`config.mk`:
```
export PLATFORM = sky130hd
export DESIGN_NAME = cp0_param
export DESIGN_NICKNAME = d
export VERILOG_FILES = /design/src/rtl/cp0_param.sv
export SDC_FILE = /design/constraint.sdc
export NUM_CORES = 1
export LEC_CHECK = 0
export CAP_MARGIN = 25
export CORE_MARGIN = 2
export CORE_UTILIZATION = 45
export CTS_BUF_LIST = sky130_fd_sc_hd__clkbuf_16
export DETAILED_ROUTE_END_ITERATION = 6
export HOLD_SLACK_MARGIN = 0.12
export PLACE_DENSITY = 0.9
export SYNTH_ARGS = -nofsm -noshare
export SYNTH_HDL_FRONTEND = slang
export SYNTH_SLANG_ARGS = --single-unit
```
`constraint.sdc`:
```
create_clock -name clk -period 8.9 [get_ports clk]
set_input_delay 0.89 -clock clk [delete_from_list [all_inputs] [get_ports clk]]
set_output_delay 0.89 -clock clk [all_outputs]
set_load 0.02 [all_outputs]
```
`src/rtl/cp0_param.sv`:
```
// Parametrised MIPS32 CP0: Status/Cause/EPC/BadVAddr plus synchronised hw interrupts.
// Define CP0_TIMER_EN to build the prescaled Count/Compare timer and the TI interrupt.
module cp0_param #(
  parameter int          NUM_HW_INT  = 6,
  parameter int          COUNT_DIV   = 2,
  parameter int          SYNC_STAGES = 2,
  parameter logic [31:0] EXC_VECTOR  = 32'hBFC00380
) (
  input  logic                  clk,
  input  logic                  reset,
  input  logic [4:0]            reg_num,
  input  logic [1:0]            sel,
  input  logic                  wen,
  input  logic [31:0]           reg_in,
  output logic [31:0]           reg_out,
  input  logic                  exception,
  input  logic [4:0]            excode,
  input  logic                  is_delay_slot,
  input  logic [31:0]           pc,
  input  logic [31:0]           badvaddr_in,
  input  logic                  badvaddr_valid,
  input  logic                  eret,
  input  logic [NUM_HW_INT-1:0] hw_int,
  output logic                  int_req,
  output logic                  status_exl,
  output logic [31:0]           exc_target
);

  localparam logic [4:0] R_BADVADDR = 5'd8;
  localparam logic [4:0] R_COUNT    = 5'd9;
  localparam logic [4:0] R_COMPARE  = 5'd11;
  localparam logic [4:0] R_STATUS   = 5'd12;
  localparam logic [4:0] R_CAUSE    = 5'd13;
  localparam logic [4:0] R_EPC      = 5'd14;

  if (NUM_HW_INT < 1 || NUM_HW_INT > 6) begin : g_bad_num_hw_int
    $error("cp0_param: NUM_HW_INT must be 1..6");
  end
  if (COUNT_DIV < 1) begin : g_bad_count_div
    $error("cp0_param: COUNT_DIV must be >= 1");
  end
  if (SYNC_STAGES < 0) begin : g_bad_sync_stages
    $error("cp0_param: SYNC_STAGES must be >= 0");
  end

  logic [7:0]            im_q, im_d;
  logic                  exl_q, exl_d;
  logic                  ie_q, ie_d;
  logic                  bd_q, bd_d;
  logic [4:0]            excode_q, excode_d;
  logic [1:0]            ip_sw_q, ip_sw_d;
  logic [NUM_HW_INT-1:0] ip_hw_q;
  logic [31:0]           epc_q, epc_d;
  logic [31:0]           bva_q, bva_d;
  logic [NUM_HW_INT-1:0] hw_sync;
  logic [5:0]            hw_pad;
  logic [7:0]            ip;
  logic                  ti;
  logic [31:0]           count_rd, compare_rd;
  logic                  wr_en;

  // MTC0 is dropped whenever an exception or ERET commits in the same cycle.
  assign wr_en = wen & (sel == 2'd0) & ~exception & ~eret;

  if (SYNC_STAGES > 0) begin : g_sync
    logic [NUM_HW_INT-1:0] sync_q [SYNC_STAGES];
    always_ff @(posedge clk or posedge reset) begin
      if (reset) begin
        for (int k = 0; k < SYNC_STAGES; k++) sync_q[k] <= '0;
      end else begin
        sync_q[0] <= hw_int;
        for (int k = 1; k < SYNC_STAGES; k++) sync_q[k] <= sync_q[k-1];
      end
    end
    assign hw_sync = sync_q[SYNC_STAGES-1];
  end else begin : g_nosync
    assign hw_sync = hw_int;
  end

  always_comb begin
    hw_pad = '0;
    hw_pad[NUM_HW_INT-1:0] = ip_hw_q;
  end

  assign ip = {hw_pad[5] | ti, hw_pad[4:0], ip_sw_q};

`ifdef CP0_TIMER_EN
  localparam int PW = (COUNT_DIV > 1) ? $clog2(COUNT_DIV) : 1;

  logic [PW-1:0] presc_q, presc_d;
  logic [31:0]   count_q, count_d;
  logic [31:0]   compare_q, compare_d;
  logic          ti_q, ti_d;
  logic          tick, wr_count, wr_compare;

  assign tick       = (presc_q == PW'(COUNT_DIV - 1));
  assign wr_count   = wr_en & (reg_num == R_COUNT);
  assign wr_compare = wr_en & (reg_num == R_COMPARE);

  // A Count write restarts the prescaler and suppresses the coincident tick.
  always_comb begin
    presc_d   = (wr_count | tick) ? '0 : presc_q + PW'(1);
    count_d   = count_q;
    compare_d = compare_q;
    ti_d      = ti_q;
    if (wr_count) count_d = reg_in;
    else if (tick) count_d = count_q + 32'd1;
    if (wr_compare) begin
      compare_d = reg_in;
      ti_d      = 1'b0;
    end else if (tick && !wr_count && (count_q + 32'd1 == compare_q)) begin
      ti_d = 1'b1;
    end
  end

  always_ff @(posedge clk or posedge reset) begin
    if (reset) begin
      presc_q   <= '0;
      count_q   <= '0;
      compare_q <= '0;
      ti_q      <= 1'b0;
    end else begin
      presc_q   <= presc_d;
      count_q   <= count_d;
      compare_q <= compare_d;
      ti_q      <= ti_d;
    end
  end

  assign ti         = ti_q;
  assign count_rd   = count_q;
  assign compare_rd = compare_q;
`else
  assign ti         = 1'b0;
  assign count_rd   = '0;
  assign compare_rd = '0;
`endif

  // Priority: exception, then ERET, then MTC0.
  always_comb begin
    im_d     = im_q;
    exl_d    = exl_q;
    ie_d     = ie_q;
    bd_d     = bd_q;
    excode_d = excode_q;
    ip_sw_d  = ip_sw_q;
    epc_d    = epc_q;
    bva_d    = bva_q;
    if (exception) begin
      exl_d    = 1'b1;
      excode_d = excode;
      if (!exl_q) begin
        epc_d = is_delay_slot ? pc - 32'd4 : pc;
        bd_d  = is_delay_slot;
      end
      if (badvaddr_valid) bva_d = badvaddr_in;
    end else if (eret) begin
      exl_d = 1'b0;
    end else if (wr_en) begin
      case (reg_num)
        R_STATUS: begin
          im_d  = reg_in[15:8];
          exl_d = reg_in[1];
          ie_d  = reg_in[0];
        end
        R_CAUSE: ip_sw_d = reg_in[9:8];
        R_EPC:   epc_d   = reg_in;
        default: ;
      endcase
    end
  end

  always_ff @(posedge clk or posedge reset) begin
    if (reset) begin
      im_q     <= '0;
      exl_q    <= 1'b0;
      ie_q     <= 1'b0;
      bd_q     <= 1'b0;
      excode_q <= '0;
      ip_sw_q  <= '0;
      ip_hw_q  <= '0;
      epc_q    <= '0;
      bva_q    <= '0;
    end else begin
      im_q     <= im_d;
      exl_q    <= exl_d;
      ie_q     <= ie_d;
      bd_q     <= bd_d;
      excode_q <= excode_d;
      ip_sw_q  <= ip_sw_d;
      ip_hw_q  <= hw_sync;
      epc_q    <= epc_d;
      bva_q    <= bva_d;
    end
  end

  always_comb begin
    reg_out = '0;
    if (sel == 2'd0) begin
      case (reg_num)
        R_BADVADDR: reg_out = bva_q;
        R_COUNT:    reg_out = count_rd;
        R_COMPARE:  reg_out = compare_rd;
        R_STATUS:   reg_out = {9'b0, 1'b1, 6'b0, im_q, 6'b0, exl_q, ie_q};
        R_CAUSE:    reg_out = {bd_q, ti, 14'b0, ip, 1'b0, excode_q, 2'b0};
        R_EPC:      reg_out = epc_q;
        default:    reg_out = '0;
      endcase
    end
  end

  assign int_req    = ie_q & ~exl_q & (|(ip & im_q));
  assign status_exl = exl_q;
  assign exc_target = exception ? EXC_VECTOR : epc_q;

endmodule
```
======== After elaboration in Yosys (flattened, before gate mapping) ========
Cells that the tools add are included.
operators by class
  $add $sub $neg .......................... 1
  eq/ne operators ......................... 6
  multiplexer cells ....................... 13
  bitwise logic cells ..................... 9
  reductions and logical operators ........ 12
operators with widths
  kind                                                                  count
  32-bit two-way mux                                                    8
  32-bit case mux with 4 select lines                                   1
  32-bit by 3-bit subtractor with 32-bit output, second input constant  1
  5-bit by 4-bit == test with 1-bit output, second input constant       4
  4-bit AND reduction                                                   3
  8-bit AND                                                             1
  8-bit OR reduction                                                    1
  2-bit AND reduction                                                   3
  3-bit nonzero test                                                    2
  1-bit AND                                                             5
  1-bit two-way mux                                                     4
  2-bit inequality test, second input constant                          2
  2-bit nonzero test                                                    2
  1-bit NOT                                                             3
  2-bit zero test                                                       1
storage, ports and cells
  register bits ........................... 100
  bits of input ports ..................... 121
  output and inout port bits .............. 66
  word-level logic and storage cells ...... 52

======== Depth between registers and ports, before layout ========
  word-level depth ........................ 7
  mapped depth ............................ 8
  depth with buffers taken out ............ 7

======== Least setup slack after synthesis ========
No wires, ideal clock.
  path kind ............................... input port to output port
  start ................................... in reg_num[2]
  end ..................................... out reg_out[10]
  data arrival time ....................... 2.312 ns
  data required time ...................... 8.010 ns
  slack ................................... 5.698 ns
  stages on the path ...................... 6
  path buffers ............................ 2
  cell sequence ........................... inv_2 maj3_1 or4_1 clkbuf_1 clkbuf_1 a21oi_1
on the way
  word-level cells in the longest chain between the ends .. 3
  elaborated cells between the ends (all ways) .. 6
  those cells by class .................... eq/ne (4); mux (2)
RTL lines
  element                                   RTL line  RTL
  start, declared                           11        input logic [4:0] reg_num,
  5-bit by 4-bit == test with 1-bit output  200       case (reg_num)
  32-bit case mux with 4 select lines *     200
  32-bit two-way mux *                      199       if (sel == 2'd0) begin
  end, declared                             15        output logic [31:0] reg_out,
Mark *: on every way between the ends. The rest lies on a longest branch, timed or not.

======== Final worst setup path ========
  start ................................... in reg_num[2]
  end ..................................... out reg_out[20]
The elaborated chain is that of the path after synthesis.

==> impl_metrics.env <==
export IMPL_clk_path_buf_depth=2
export IMPL_synthesis_area_um2=5280
export IMPL_cp_end_kind="output pin"
export IMPL_final_net_count=802
export IMPL_post_cts_buffers=0
export IMPL_ys_top_cells_by_count="100 x dfrtp_1, 49 x mux2_2, 35 x a22oi_1"
export IMPL_synthDistinctLibCells=50
export IMPL_grt_max_degree=67
export IMPL_arrival_ns=3.67
export IMPL_grt_usage=0.263
export IMPL_synthTopCellsByArea="dfrtp_1 47%, mux2_2 10%, a22oi_1 5.0%"
export IMPL_synthMostInstantiatedCell="dfrtp_1"
export IMPL_die_h_um=112
export IMPL_max_vdd_ir_drop_uv=96.0
export IMPL_grt_overflow=0
export IMPL_tightest_slew_ns=0.884
export IMPL_syn_area_per_cell_um2=10.3
export IMPL_crit_fanout=17
export IMPL_ant_nets=0
export IMPL_post_route_min_period_ns=4.56
export IMPL_clock_sinks=100
export IMPL_drive_above_1_share=0.136
export IMPL_r2r_cells=5
export IMPL_core_area_um2=11400
export IMPL_io_pins=187
export IMPL_synth_main_ff_cell="dfrtp_1"
export IMPL_power_frac_comb=0.209
export IMPL_setup_worst_path_start_class="input pin"
export IMPL_setup_violations=0
export IMPL_routabilityCongestion=0.893
export IMPL_portBuffers=186
export IMPL_clk_pin_slew_ns=0.07
export IMPL_fin_crit_sh=0.512
export IMPL_remaining_drc_errors=0
export IMPL_synth_seq_cells=100
export IMPL_slew_limit_headroom=0.411
export IMPL_synth_net_count=635
export IMPL_synth_edff_count=0
export IMPL_swShare=0.280
export IMPL_rsz0062_at_grt="no"
export IMPL_row_count=39
export IMPL_yosys_area_top_type="dfrtp_1"
export IMPL_seq_area_frac_synth=0.474
export IMPL_drt_total_wl_um=16800
export IMPL_async_flop_share=1.00
export IMPL_yosys_warnings=0
export IMPL_outcome="completed"
export IMPL_drv_cap=0
export IMPL_grt_pass1_wl_um=26100
export IMPL_hold_class="reg2reg"
export IMPL_power_switching_mw=0.326
export IMPL_critical_path_class="in2out"
export IMPL_final_max_slew_violation_count=0
export IMPL_syn2layout_area_growth_pct=42.7
export IMPL_cts_buffers=9
export IMPL_synth_top_area_share=0.474
export IMPL_dp_hpwl_um=12000
export IMPL_htree_num_levels=3
export IMPL_synthCells=513
export IMPL_cts_tree="done"
export IMPL_n_antenna_cell=0
export IMPL_power_mw=1.16
export IMPL_cts_hold_buf=0
export IMPL_p_leak_nw=2.97
export IMPL_dieArea_um2=12600
export IMPL_start_util=0.463
export IMPL_root_buffer="clkbuf_16"
export IMPL_pwr_density_cell_nw_per_um2=154
export IMPL_drt_vias_per_instance=5.83
export IMPL_sequentialPowerShare=0.474
export IMPL_timing_fmax_mhz=220
export IMPL_first_pass_iters=6
export IMPL_hold_viol=0
export IMPL_dr_first_iter_drc_count=326
export IMPL_tns_ns=0
export IMPL_worst_ep_required_time_ns=8.01
export IMPL_skew_ns=0.0103
export IMPL_clk_latency_ns=0.35
export IMPL_cts_resized=0
export IMPL_dr_total_vias=4826
export IMPL_intPower_mw=0.838
export IMPL_die_w_um=112
export IMPL_clkPwrFrac=0.317
export IMPL_grt_pass1_vias=5151
export IMPL_hold_depth=0
export IMPL_routedWlPerCell_um=20.2
export IMPL_antenna_found_initial=0
[placed cells by master (no fill, tap or decap), types with 3 or more instances in the layout]
master and instances:
clkdlybuf4s50_1 185, dfrtp_1 100, mux2_2 49, a22oi_1 35, nor2_1 34, nand2_1 28, o21ai_1 25, a21oi_1 23
nor2b_1 21, xor2_1 20, mux2i_1 16, or2_2 13, nand3_1 11, nor3b_1 10, o21ai_0 9, nor3_1 9
clkbuf_16 9, buf_4 8, or4_1 6, a222oi_1 6, nand3b_1 5, inv_1 5, o221ai_1 4, nand4b_1 4
inv_6 4, nor4_1 3, xnor2_1 3
[power by group through the flow]
stage / Sequential (mW) / Combinational, mW / Clock (mW)
global route: 0.557 / 0.262 / 0.395
CTS: 0.551 / 0.244 / 0.376
finish: 0.551 / 0.243 / 0.369
detailed placement: 0.559 / 0.243 / 0
floorplan: 0.543 / 0.128 / 0
global placement: 0.554 / 0.234 / 0
[cell families (layout without fill, tap and decap cells)]
logic type,after synthesis,count (layout),synth area share
DFF,100,100,0.474
adders and majority gates,2,2,0.00426
AOI/OAI and AO/OA,115,115,0.142
xor gates and xnor gates,23,23,0.0381
muxes,65,65,0.135
buffers and inverters,46,218,0.0332
and+or+nand+nor,162,162,0.174
[per-stage QoR]
stage | instances | hold WS (ns) | setup WS [ns] | util | cell area (um2)
floorplan | 513 | 0.331 | 5.39 | - | 5280
global placement | 810 | 0.332 | 4.31 | 0.634 | 7240
detailed placement | 812 | 0.336 | 4.34 | 0.636 | 7260
CTS | 828 | 0.352 | 4.33 | 0.660 | 7540
global route | 828 | 0.360 | 4.21 | 0.660 | 7540
finish | 828 | 0.351 | 4.34 | 0.660 | 7540
[final cells by class]
| cell class | instances | area, um2 |
|---|---|---|
| clock inverters | 7 | 47.5 |
| fillers | 903 | 3880 |
| well taps | 143 | 179 |
| multi-input cells | 367 | 2620 |
| flip-flops and latches | 100 | 2500 |
| repair buffers | 196 | 1940 |
| inverters | 6 | 25.0 |
| clock buffers | 9 | 225 |
[routing by layer]
metal / wire [um] / global-route usage / up-vias / share of wire
li1: - / - / 2193 / -
met1: 6750 / 0.323 / 2411 / 0.40
met2: 8560 / 0.446 / 200 / 0.51
met3: 1230 / 0.0637 / 22 / 0.073
met4: 215 / 0.107 / 0 / 0.013
met5: 0 / 0 / - / 0
[worst max-delay path, cell delays in order]
cell             delay (ns)
clkdlybuf4s50_1        0.56
inv_2                  0.05
maj3_1                 0.36
or4_1                  0.75
buf_8                  0.29
nor2_1                 0.13
clkdlybuf4s50_1        0.62
[state kept, by name, indices dropped and copies added (netlist names)]
signal / count
g_sync.sync_q: 6
bd_q: 1
status_exl: 1
excode_q: 5
bva_q: 32
hw_sync: 6
epc_q: 32
ie_q: 1
im_q: 8
ip_sw_q: 2
hw_pad: 6
[worst paths after layout]
kind                                                 start                     end  slack, ns
worst min-delay path            g_sync.sync_q[9]$_DFF_PP0_    hw_sync[3]$_DFF_PP0_       0.35
worst max-delay path                            reg_num[2]             reg_out[20]       4.34
worst min register to register  g_sync.sync_q[9]$_DFF_PP0_    hw_sync[3]$_DFF_PP0_       0.35
max in group asynchronous                            reset  ip_sw_q[1]$_DFFE_PP0P_       6.76
min in group asynchronous                            reset   bva_q[19]$_DFFE_PP0P_       0.92
worst max register to register      status_exl$_DFFE_PP0P_   epc_q[16]$_DFFE_PP0P_       6.32
Power figures use the tool's default switching activity.
==> RTL change, RTL diff (config.mk and constraints unchanged) <==
`im_q` no longer has a reset.
--- a/src/rtl/cp0_param.sv
+++ b/src/rtl/cp0_param.sv
@@ -172,7 +172,6 @@
 
   always_ff @(posedge clk or posedge reset) begin
     if (reset) begin
-      im_q     <= '0;
       exl_q    <= 1'b0;
       ie_q     <= 1'b0;
       bd_q     <= 1'b0;
@@ -182,7 +181,6 @@
       epc_q    <= '0;
       bva_q    <= '0;
     end else begin
-      im_q     <= im_d;
       exl_q    <= exl_d;
       ie_q     <= ie_d;
       bd_q     <= bd_d;
@@ -192,6 +190,10 @@
       epc_q    <= epc_d;
       bva_q    <= bva_d;
     end
+  end
+
+  always_ff @(posedge clk) begin
+    im_q <= im_d;
   end
 
   always_comb begin
Check against the original RTL: not equivalent (Yosys sat finds a counterexample within 4 cycles, from zero or initial values and one cycle with reset high).
==> RTL change against the unedited design <==
Final area is 0.17% lower. Sequential cell count did not move. Setup slack worse by 0.57 ns. Total power increased by 2.5%. Synthesized area fell by 0.36%. Clock skew fell by 0.0057 ns. Routed wire length shrank 1.0%. Count of clock-buffer cells in the layout unchanged. Critical path type unchanged.
==> RTL change: results (changes against the unedited design) <==
| Metric | Value |
|---|---|
| Hold WC Path Type | flip-flop to flip-flop (unchanged) |
| Metal3 WL | 964 um (was 1230 um) |
| Fillers | 879 (was 903) |
| CTS Hold Bufs | 0 (unchanged) |
| Wire length on met2 | 8133 um (was 8556 um) |
| Slew HR | 33.39% (was 41.06%) |
| Maximum VDD drop | 0.1180 mV (was 0.09595 mV) |
| DRT Pass-1 Iters | 7 (was 6) |
| Yosys warns | 0 (unchanged) |
| Count of cell types in the netlist | 52 (was 50) |
| Syn_nets | 621 (was 635) |
| Layout cells sized above 1 | 13.48% (was 13.58%) |
| Max H-tree Level | 3 (unchanged) |
| Setup Skew | 0.004605 ns (was 0.01030 ns) |
| Worst r2r path cells | 4 (was 5) |
| Initial antenna violation count | 0 (unchanged) |
| First-pass GRT wire length | 26000 um (was 26140 um) |
| Overall Global Routing Usage | 26.32% (was 26.29%) |
| Crit path DAT | 4.24 ns (was 3.67 ns) |
| Iter 0 DRT Violations | 404 (was 326) |
| Setup WS pre-CTS | 3.799 ns (was 4.336 ns) |
| Biggest area contributors in the synthesized netlist | dfrtp_1 44%, mux2_2 8.8%, a22oi_1 4.7%, edfxtp_1 4.6%, mux2i_1 4.4% (was dfrtp_1 47%, mux2_2 10%, a22oi_1 5.0%, xor2_1 3.3%, mux2i_1 3.0%) |
| M1 wire length | 6776 um (was 6752 um) |
| Number of enable flip-flop cells after synthesis | 8 (was 0) |
| Post-detailed-placement half-perimeter wirelength | 12230 um (was 12030 um) |
| Lkg Pwr | 2.900 nW (was 2.972 nW) |
| Post-synth top flop | dfrtp_1 (unchanged) |
| GPL Wtd Cong | 0.8807 (was 0.8930) |
| Post-synth top cells | 92 x dfrtp_1, 41 x mux2_2, 39 x nand2_1, 36 x nor2_1, 33 x a22oi_1 (was 100 x dfrtp_1, 49 x mux2_2, 35 x a22oi_1, 34 x clkbuf_1, 34 x nor2_1) |
| Total number of vias | 4782 (was 4826) |
| Critical Path Fanout Max | 32 (was 17) |
| Routed wire length | 16590 um (was 16760 um) |
| Largest net degree at the start of global routing | 87 (was 67) |
| Vias in the first global route | 4939 (was 5151) |
| Sequential area share after synthesis | 48.31% (was 47.38%) |
| CP max stage delay | 1.00 ns (was 0.75 ns) |
| Root Buffer | clkbuf_16 (unchanged) |
| Post-synth ARST share | 92.00% (was 100.0%) |
| Crit-path slowest cell | or4b_2 (was or4_1) |
| Status | finished clean (unchanged) |
| Total Nets Final | 792 (was 802) |
[RTL change: changes by cell type after synthesis, sizes merged, moves of 5 or more]
cell	before	now
a21oi	23	12
mux2	49	41
edfxtp	0	8
buf	6	11
clkbuf	34	23
nor4	5	10
o21ai	34	29
nand3	11	5
xnor2	3	20
nor3b	11	3
dfrtp	100	92
nand2	28	39
mux2i	16	23
xor2	20	6
[RTL change: layer usage]
| layer | vias up | track usage (%) |
|---|---|---|
| li1 | 2160 | - |
| met1 | 2332 | 34.99 |
| met2 | 235 | 42.65 |
| met3 | 55 | 3.402 |
| met4 | 0 | 13.33 |
| met5 | - | 0 |
[RTL change: through the flow]
step,cells,utilization [%],instance area (sq um)
floorplan,499,-,5263
global placement,800,63.04,7198
detailed placement,801,63.11,7206
CTS,817,65.66,7497
global route,818,65.90,7525
finish,818,65.90,7525
[RTL change: power breakdown]
| group | internal (W) | switching [W] |
|---|---|---|
| Clock | 0.000197 | 0.000183 |
| Combinational | 0.000140 | 0.000111 |
| Sequential | 0.000515 | 0.0000478 |
| Total | 0.000851 | 0.000341 |
[RTL change: cells by family (layout without fill, tap and decap cells)]
group           Yosys count  in the layout  share of synthesized area, %
simple gates            163            163                         16.55
buf+inv                  41            217                         3.566
flops                   100            100                         48.31
mux                      64             64                         13.15
fa+ha+maj                 2              2                        0.4279
xor+xnor                 26             26                         4.327
compound gates          103            103                         13.67
[RTL change: path summary, 6_finish.rpt]
path,from,end,slack [ns]
max,reg_num[2],reg_out[22],3.77
min,g_sync.sync_q[8],hw_sync[2],0.35
max reg2reg,status_exl,epc_q[19],6.98
min reg2reg,g_sync.sync_q[8],hw_sync[2],0.35
max in group asynchronous,reset,bd_q,7.23
min in group asynchronous,reset,g_sync.sync_q[11],0.78
[RTL change: cell type report]
cell class / count / area (sq um) / area share [%]
multi-input combinational: 358 / 2546 / 33.84
sequential: 100 / 2542 / 33.79
timing repair buffer: 194 / 1937 / 25.74
clock buffer: 9 / 225.2 / 2.993
tap: 143 / 178.9 / 2.378
clock inverter: 7 / 66.31 / 0.8813
inverter: 7 / 28.78 / 0.3824
